File: src/rtl/arashi_pkg.sv
// Shared definitions for the arashi thread arbiter.
//   ARASHI_MAX_THREADS : largest thread count any arashi block supports
//   tid_t              : thread index wide enough for ARASHI_MAX_THREADS
//   ARB_PIPE_LAT       : words in flight between a grant and its FIFO push
//   rr_candidate       : round-robin search position helper
package arashi_pkg;

    localparam int ARASHI_MAX_THREADS = 16;
    localparam int ARB_PIPE_LAT       = 2;

    typedef logic [$clog2(ARASHI_MAX_THREADS)-1:0] tid_t;

    // Thread index visited at step 'offset' of a search that starts after 'last'.
    function automatic tid_t rr_candidate(input int last, input int offset, input int n);
        return tid_t'((last + offset) % n);
    endfunction

endpackage

File: src/rtl/arashi_arb_out_fifo.sv
// Show-ahead FIFO used as the arbiter's output buffer.
// Ports:
//   clk, rstn        : clock, synchronous active-low reset
//   push, push_data  : write one entry at the end of the cycle
//   pop              : drop the head entry (ignored when empty)
//   head_data        : current head entry, zero while empty
//   empty            : no entries stored
//   count            : number of stored entries (0..DEPTH)
// DEPTH must be a power of two so the pointers wrap naturally.
module arashi_arb_out_fifo #(
    parameter int WIDTH = 32,
    parameter int DEPTH = 4,
    parameter int CNT_W = $clog2(DEPTH + 1)
) (
    input  logic             clk,
    input  logic             rstn,
    input  logic             push,
    input  logic [WIDTH-1:0] push_data,
    input  logic             pop,
    output logic [WIDTH-1:0] head_data,
    output logic             empty,
    output logic [CNT_W-1:0] count
);

    localparam int PTR_W = $clog2(DEPTH);

    logic [WIDTH-1:0] mem [DEPTH];
    logic [PTR_W-1:0] wr_ptr_reg;
    logic [PTR_W-1:0] rd_ptr_reg;
    logic [CNT_W-1:0] count_reg;
    logic             full;
    logic             do_push;
    logic             do_pop;

    assign empty   = (count_reg == '0);
    assign full    = (count_reg == CNT_W'(DEPTH));
    assign do_pop  = pop && !empty;
    assign do_push = push && !full;

    // Storage carries no reset; the head is gated to zero while empty instead.
    always_ff @(posedge clk) begin
        if (do_push) begin
            mem[wr_ptr_reg] <= push_data;
        end
    end

    always_ff @(posedge clk) begin
        if (!rstn) begin
            wr_ptr_reg <= '0;
            rd_ptr_reg <= '0;
            count_reg  <= '0;
        end else begin
            if (do_push) begin
                wr_ptr_reg <= wr_ptr_reg + PTR_W'(1);
            end
            if (do_pop) begin
                rd_ptr_reg <= rd_ptr_reg + PTR_W'(1);
            end
            if (do_push && !do_pop) begin
                count_reg <= count_reg + CNT_W'(1);
            end else if (do_pop && !do_push) begin
                count_reg <= count_reg - CNT_W'(1);
            end
        end
    end

    assign head_data = empty ? '0 : mem[rd_ptr_reg];
    assign count     = count_reg;

    // The upstream credit scheme must never let a write arrive while full.
    no_push_when_full: assert property (@(posedge clk) disable iff (!rstn) !(push && full));

endmodule

File: src/rtl/arashi_thread_arbiter.sv
// Round-robin read arbiter merging N per-thread cache streams into one
// valid/ready stream.
//   S0: pick a requesting thread (avail masked by FIFO credit)
//   S1: drive the registered one-hot r_ena to that cache
//   S2: capture rd_data of that thread into the output FIFO
// Ports:
//   clk, rstn            : clock, synchronous active-low reset
//   avail   [N]          : cache may be read next cycle
//   rd_data [N][DW]      : per-cache read data, valid the cycle after r_ena
//   r_ena   [N]          : registered one-hot read enable
//   out_valid/out_ready  : output handshake
//   out_data [DW]        : output word
//   out_tid  [TID_W]     : source thread (only with ARASHI_ARB_TID_EN)
// Build option: define ARASHI_ARB_TID_EN to carry the thread id with each word.
module arashi_thread_arbiter
    import arashi_pkg::*;
#(
    parameter int N_THREADS  = 4,
    parameter int DATA_WIDTH = 32,
    parameter int FIFO_DEPTH = 4,
    parameter int TID_W      = $clog2(N_THREADS)
) (
    input  logic                                 clk,
    input  logic                                 rstn,
    input  logic [N_THREADS-1:0]                 avail,
    input  logic [N_THREADS-1:0][DATA_WIDTH-1:0] rd_data,
    output logic [N_THREADS-1:0]                 r_ena,
    output logic                                 out_valid,
    input  logic                                 out_ready,
    output logic [DATA_WIDTH-1:0]                out_data
`ifdef ARASHI_ARB_TID_EN
    ,
    output logic [TID_W-1:0]                     out_tid
`endif
);

    localparam int CNT_W = $clog2(FIFO_DEPTH + 1);
    localparam int INF_W = $clog2(ARB_PIPE_LAT + 1);
`ifdef ARASHI_ARB_TID_EN
    localparam int ENTRY_W = DATA_WIDTH + TID_W;
`else
    localparam int ENTRY_W = DATA_WIDTH;
`endif

    logic [CNT_W-1:0]     fifo_count;
    logic                 fifo_empty;
    logic [ENTRY_W-1:0]   push_entry;
    logic [ENTRY_W-1:0]   head_entry;
    logic                 push;
    logic                 pop;
    logic [INF_W-1:0]     inflight;
    logic                 credit_ok;
    logic [N_THREADS-1:0] req;
    logic                 grant_found;
    logic [TID_W-1:0]     grant_idx;
    logic [N_THREADS-1:0] r_ena_next;
    logic [N_THREADS-1:0] r_ena_reg;
    logic [TID_W-1:0]     last_grant_reg;
    logic                 s1_valid_reg;
    logic [TID_W-1:0]     s1_tid_reg;
    logic                 s2_valid_reg;
    logic [TID_W-1:0]     s2_tid_reg;

    // Every granted word must already own a FIFO slot. Words still in S1/S2
    // count against the FIFO, and a pop in the same cycle is deliberately not
    // credited, so the FIFO can never overflow.
    assign inflight  = INF_W'(s1_valid_reg) + INF_W'(s2_valid_reg);
    assign credit_ok = (int'(fifo_count) + int'(inflight)) < FIFO_DEPTH;

    for (genvar gi = 0; gi < N_THREADS; gi++) begin : g_req
        assign req[gi] = avail[gi] & credit_ok;
    end

    // Search starts just after the previous winner, so a thread that was
    // just served has lowest priority on the next cycle.
    always_comb begin
        grant_found = 1'b0;
        grant_idx   = '0;
        for (int k = 1; k <= N_THREADS; k++) begin
            if (!grant_found && req[TID_W'(rr_candidate(int'(last_grant_reg), k, N_THREADS))]) begin
                grant_found = 1'b1;
                grant_idx   = TID_W'(rr_candidate(int'(last_grant_reg), k, N_THREADS));
            end
        end
    end

    always_comb begin
        r_ena_next = '0;
        if (grant_found) begin
            r_ena_next[grant_idx] = 1'b1;
        end
    end

    always_ff @(posedge clk) begin
        if (!rstn) begin
            last_grant_reg <= TID_W'(N_THREADS - 1);
            r_ena_reg      <= '0;
            s1_valid_reg   <= 1'b0;
            s1_tid_reg     <= '0;
            s2_valid_reg   <= 1'b0;
            s2_tid_reg     <= '0;
        end else begin
            r_ena_reg    <= r_ena_next;
            s1_valid_reg <= grant_found;
            s1_tid_reg   <= grant_idx;
            s2_valid_reg <= s1_valid_reg;
            s2_tid_reg   <= s1_tid_reg;
            if (grant_found) begin
                last_grant_reg <= grant_idx;
            end
        end
    end

    assign r_ena = r_ena_reg;

    // Only the granted lane is taken; other lanes are not OR-ed in.
    assign push = s2_valid_reg;
`ifdef ARASHI_ARB_TID_EN
    assign push_entry = {s2_tid_reg, rd_data[s2_tid_reg]};
`else
    assign push_entry = rd_data[s2_tid_reg];
`endif

    arashi_arb_out_fifo #(
        .WIDTH (ENTRY_W),
        .DEPTH (FIFO_DEPTH),
        .CNT_W (CNT_W)
    ) u_out_fifo (
        .clk       (clk),
        .rstn      (rstn),
        .push      (push),
        .push_data (push_entry),
        .pop       (pop),
        .head_data (head_entry),
        .empty     (fifo_empty),
        .count     (fifo_count)
    );

    assign out_valid = !fifo_empty;
    assign pop       = out_valid && out_ready;
    assign out_data  = head_entry[DATA_WIDTH-1:0];
`ifdef ARASHI_ARB_TID_EN
    assign out_tid   = head_entry[ENTRY_W-1 -: TID_W];
`endif

endmodule
File: config.mk
export PLATFORM = sky130hd
export DESIGN_NAME = arashi_thread_arbiter
export DESIGN_NICKNAME = d
export VERILOG_FILES = /design/src/rtl/arashi_pkg.sv /design/src/rtl/arashi_arb_out_fifo.sv /design/src/rtl/arashi_thread_arbiter.sv
export SDC_FILE = /design/constraint.sdc
export NUM_CORES = 1
export LEC_CHECK = 0
export CAP_MARGIN = 20
export CORE_MARGIN = 10
export CORE_UTILIZATION = 44
export DETAILED_ROUTE_END_ITERATION = 7
export GPL_TIMING_DRIVEN = 0
export HOLD_SLACK_MARGIN = 0.05
export PLACE_DENSITY = 0.76
export SLEW_MARGIN = 0
export SYNTH_ARGS = -nofsm -noshare
export SYNTH_HDL_FRONTEND = slang
export SYNTH_SLANG_ARGS = --single-unit
File: constraint.sdc
create_clock -name clk -period 2.1 [get_ports clk]
set_input_delay 0.42 -clock clk [delete_from_list [all_inputs] [get_ports clk]]
set_output_delay 0.42 -clock clk [all_outputs]
set_load 0.01 [all_outputs]
==> flow_summary.yaml <==
hold_path:
  hold_path.class: "reg -> reg"
yosys:
  yosysSeqAreaShare_pct: 64.8
  ys_types: 39
  yosysWarningCount: 0
  synth.most_common_cell: "edfxtp_1"
  yosys-top-cells-area: "edfxtp_1 (58%), mux4_2 (21%), dfxtp_1 (6.4%), and2_1 (3.8%), ha_1 (1.1%)"
  synth_edf_count: 128
  avgSynthCellArea_sq_um: 19.5
  synth_area_sq_um: 6590
  ys.flop_type: "edfxtp_1"
  ys_seq_elements: 149
  synthArstFlopShare_pct: 0
  synth_top_cell_area_share_pct: 58.4
  syn_nets: 479
  postSynthCellCount: 337
  synthTopCellsByCount: "edfxtp_1 (128), mux4_2 (62), and2_1 (40), dfxtp_1 (21), nor2_1 (14)"
  synth_top_cell_by_area: "edfxtp_1"
timing:
  post-route-period-util_pct: 106
  fin_crit_ns: 2.22
  slew-limit-headroom_pct: 38.6
  setup_ws_ns: -0.125
  slew_viol_final: 0
  hold_viol: 0
  hold_slack_ns: 0.442
  setup_viol: 32
  worst_pin_slew_ns: 0.921
  finClkSkew_ns: 0.0132
  fmax_mhz: 449
  setup_tns_ns: -3.23
  rsz0062_at_grt: "yes"
die:
  die_area_sq_um: 20300
  io_pins: 172
  core_area_sq_um: 14600
  die_w_um: 142
  floorplan.initialDensity_pct: 45.1
  row_count: 44
  die_h_um: 142
critical_path:
  crit_fanout: 8
  critical_path_required_ns: 1.68
  arrival_ns: 1.80
  crit_type: "reg -> out"
  end_kind: "primary output"
  startpoint_type: "register"
cts:
  htreeDepth: 4
  cts_buffers: 17
  cts_tree: "built"
  clockBufferDepth: 2
  clk_latency_ns: 0.42
  cts.sinks: 149
  clk_pin_slew_ns: 0.06
  cts_root_buf: "clkbuf_16"
global_route:
  grt_pass1_wl_mm: 24.6
  antenna_found_initial: 2
  grt-ovfl-total: 0
  grt.total_usage_pct: 15.9
  grt_pass1_vias: 4397
  grt_start_max_net_pins: 33
placed_design:
  gp_congestion: 0.730
  port_buffers: 171
  placedCellCount: 692
  hpwl_mm: 11.1
flow_run:
  cap_violations: 0
routing:
  wl_mm: 15.9
  viasPerCell: 5.42
  route.detailed.drc: 0
  vias: 3981
  wl_per_cell_um: 21.6
  firstDrtPassIters: 4
  drtIter0Drc: 348
  ant_nets: 0
power:
  ir_drop_v: 0.000522
  leakage_nw: 3.24
  p_per_area_nw_per_um2: 1130
  finalPower_mw: 10.6
status:
  violations: "setup timing"
  status: "finished with violations"
finish:
  largest_reg_flops: 128
  area_growth_syn_to_layout_pct: 42.7
  layout.nets: 679
  stdcell_count: 735
  drive_above_1_share_pct: 36.5
  nFillCells: 1008
routing by layer:
metal	GRT usage [%]	wire, um
met1	18.9	6110
met2	27.1	8260
met5	0	0
met3	6.01	1430
met4	3.35	87
report_power, final:
part	leakage, nW	switching [mW]	internal, mW
combinational	1.62	1.54	2.31
clock	0.283	1.24	1.78
sequential	1.33	0.124	3.60
total	3.24	2.90	7.69
critical path, stage by stage, from the launching register on:
cell     delay [ns]
dfxtp_2        0.34
buf_12         0.15
buf_12         0.13
mux4_2         0.51
and2_4         0.16
buf_6          0.11
through the flow:
step           setup WS (ns)  utilization [%]  cell area [sq um]
4_1_cts               -0.246             64.2               9370
6_report              -0.125             64.4               9400
3_5_place_dp          -0.275             58.7               8560
2_1_floorplan        0.00462                -               6610
5_1_grt               -0.175             64.4               9400
3_3_place_gp          -0.528             58.6               8550
cell type report:
cell class              count  area [sq um]  area share (%)
multi-input cells         163          2250            24.0
diodes                      1          2.50          0.0266
clock buffers              17           425            4.53
plain buffers              18           174            1.85
inverters                   6          22.5           0.240
well taps                 184           230            2.45
clock inverters            15           173            1.84
repair buffers            182          1840            19.6
flip-flops and latches    149          4270            45.5
final timing paths:
path                                          start                   to  slack [ns]  cells past startpoint
worst max-delay path                       register         out_data[10]       -0.12                      5
worst min-delay path                  s1_tid_reg[0]        s2_tid_reg[0]        0.44                      1
worst max register to register  u_out_fifo.count[0]  u_out_fifo.count[2]        0.01                      8
worst min register to register        s1_tid_reg[0]        s2_tid_reg[0]        0.44                      1
cell families after synthesis:
group / Yosys count / share of synthesized area, %
XOR/XNOR: 5 / 0.779
flip-flops: 149 / 64.8
AO/OA/AOI/OAI: 19 / 2.32
AND/OR/NAND/NOR: 66 / 5.81
adder cells (fa/ha/maj): 7 / 1.44
buffers and inverters: 25 / 2.58
multiplexers: 66 / 22.3
placed cells by master, fill, tap and decap left out, drive strengths merged, types with 2 or more instances in the layout:
master / instances
bufinv: 2
mux2i: 2
inv: 11
ha: 6
mux4: 64
nand2: 3
buf: 61
or3: 2
clkinv: 5
nor2: 14
and2b: 2
edfxtp: 128
a21o: 2
clkdlybuf4s50: 138
a21oi: 4
xor2: 4
o21ai: 7
clkinvlp: 3
and2: 40
clkbuf: 18
dfxtp: 21
repair_timing:
action / in CTS / in global routing
gates cloned: 3 / 0
hold endpoints to repair: 0 / 0
resized for setup: 193 / 28
setup endpoints to repair: 34 / 161
hold buffers: 0 / 0
buffers inserted: 11 / 1
pin swaps: 35 / 2
(Power assumes the default switching activity.)
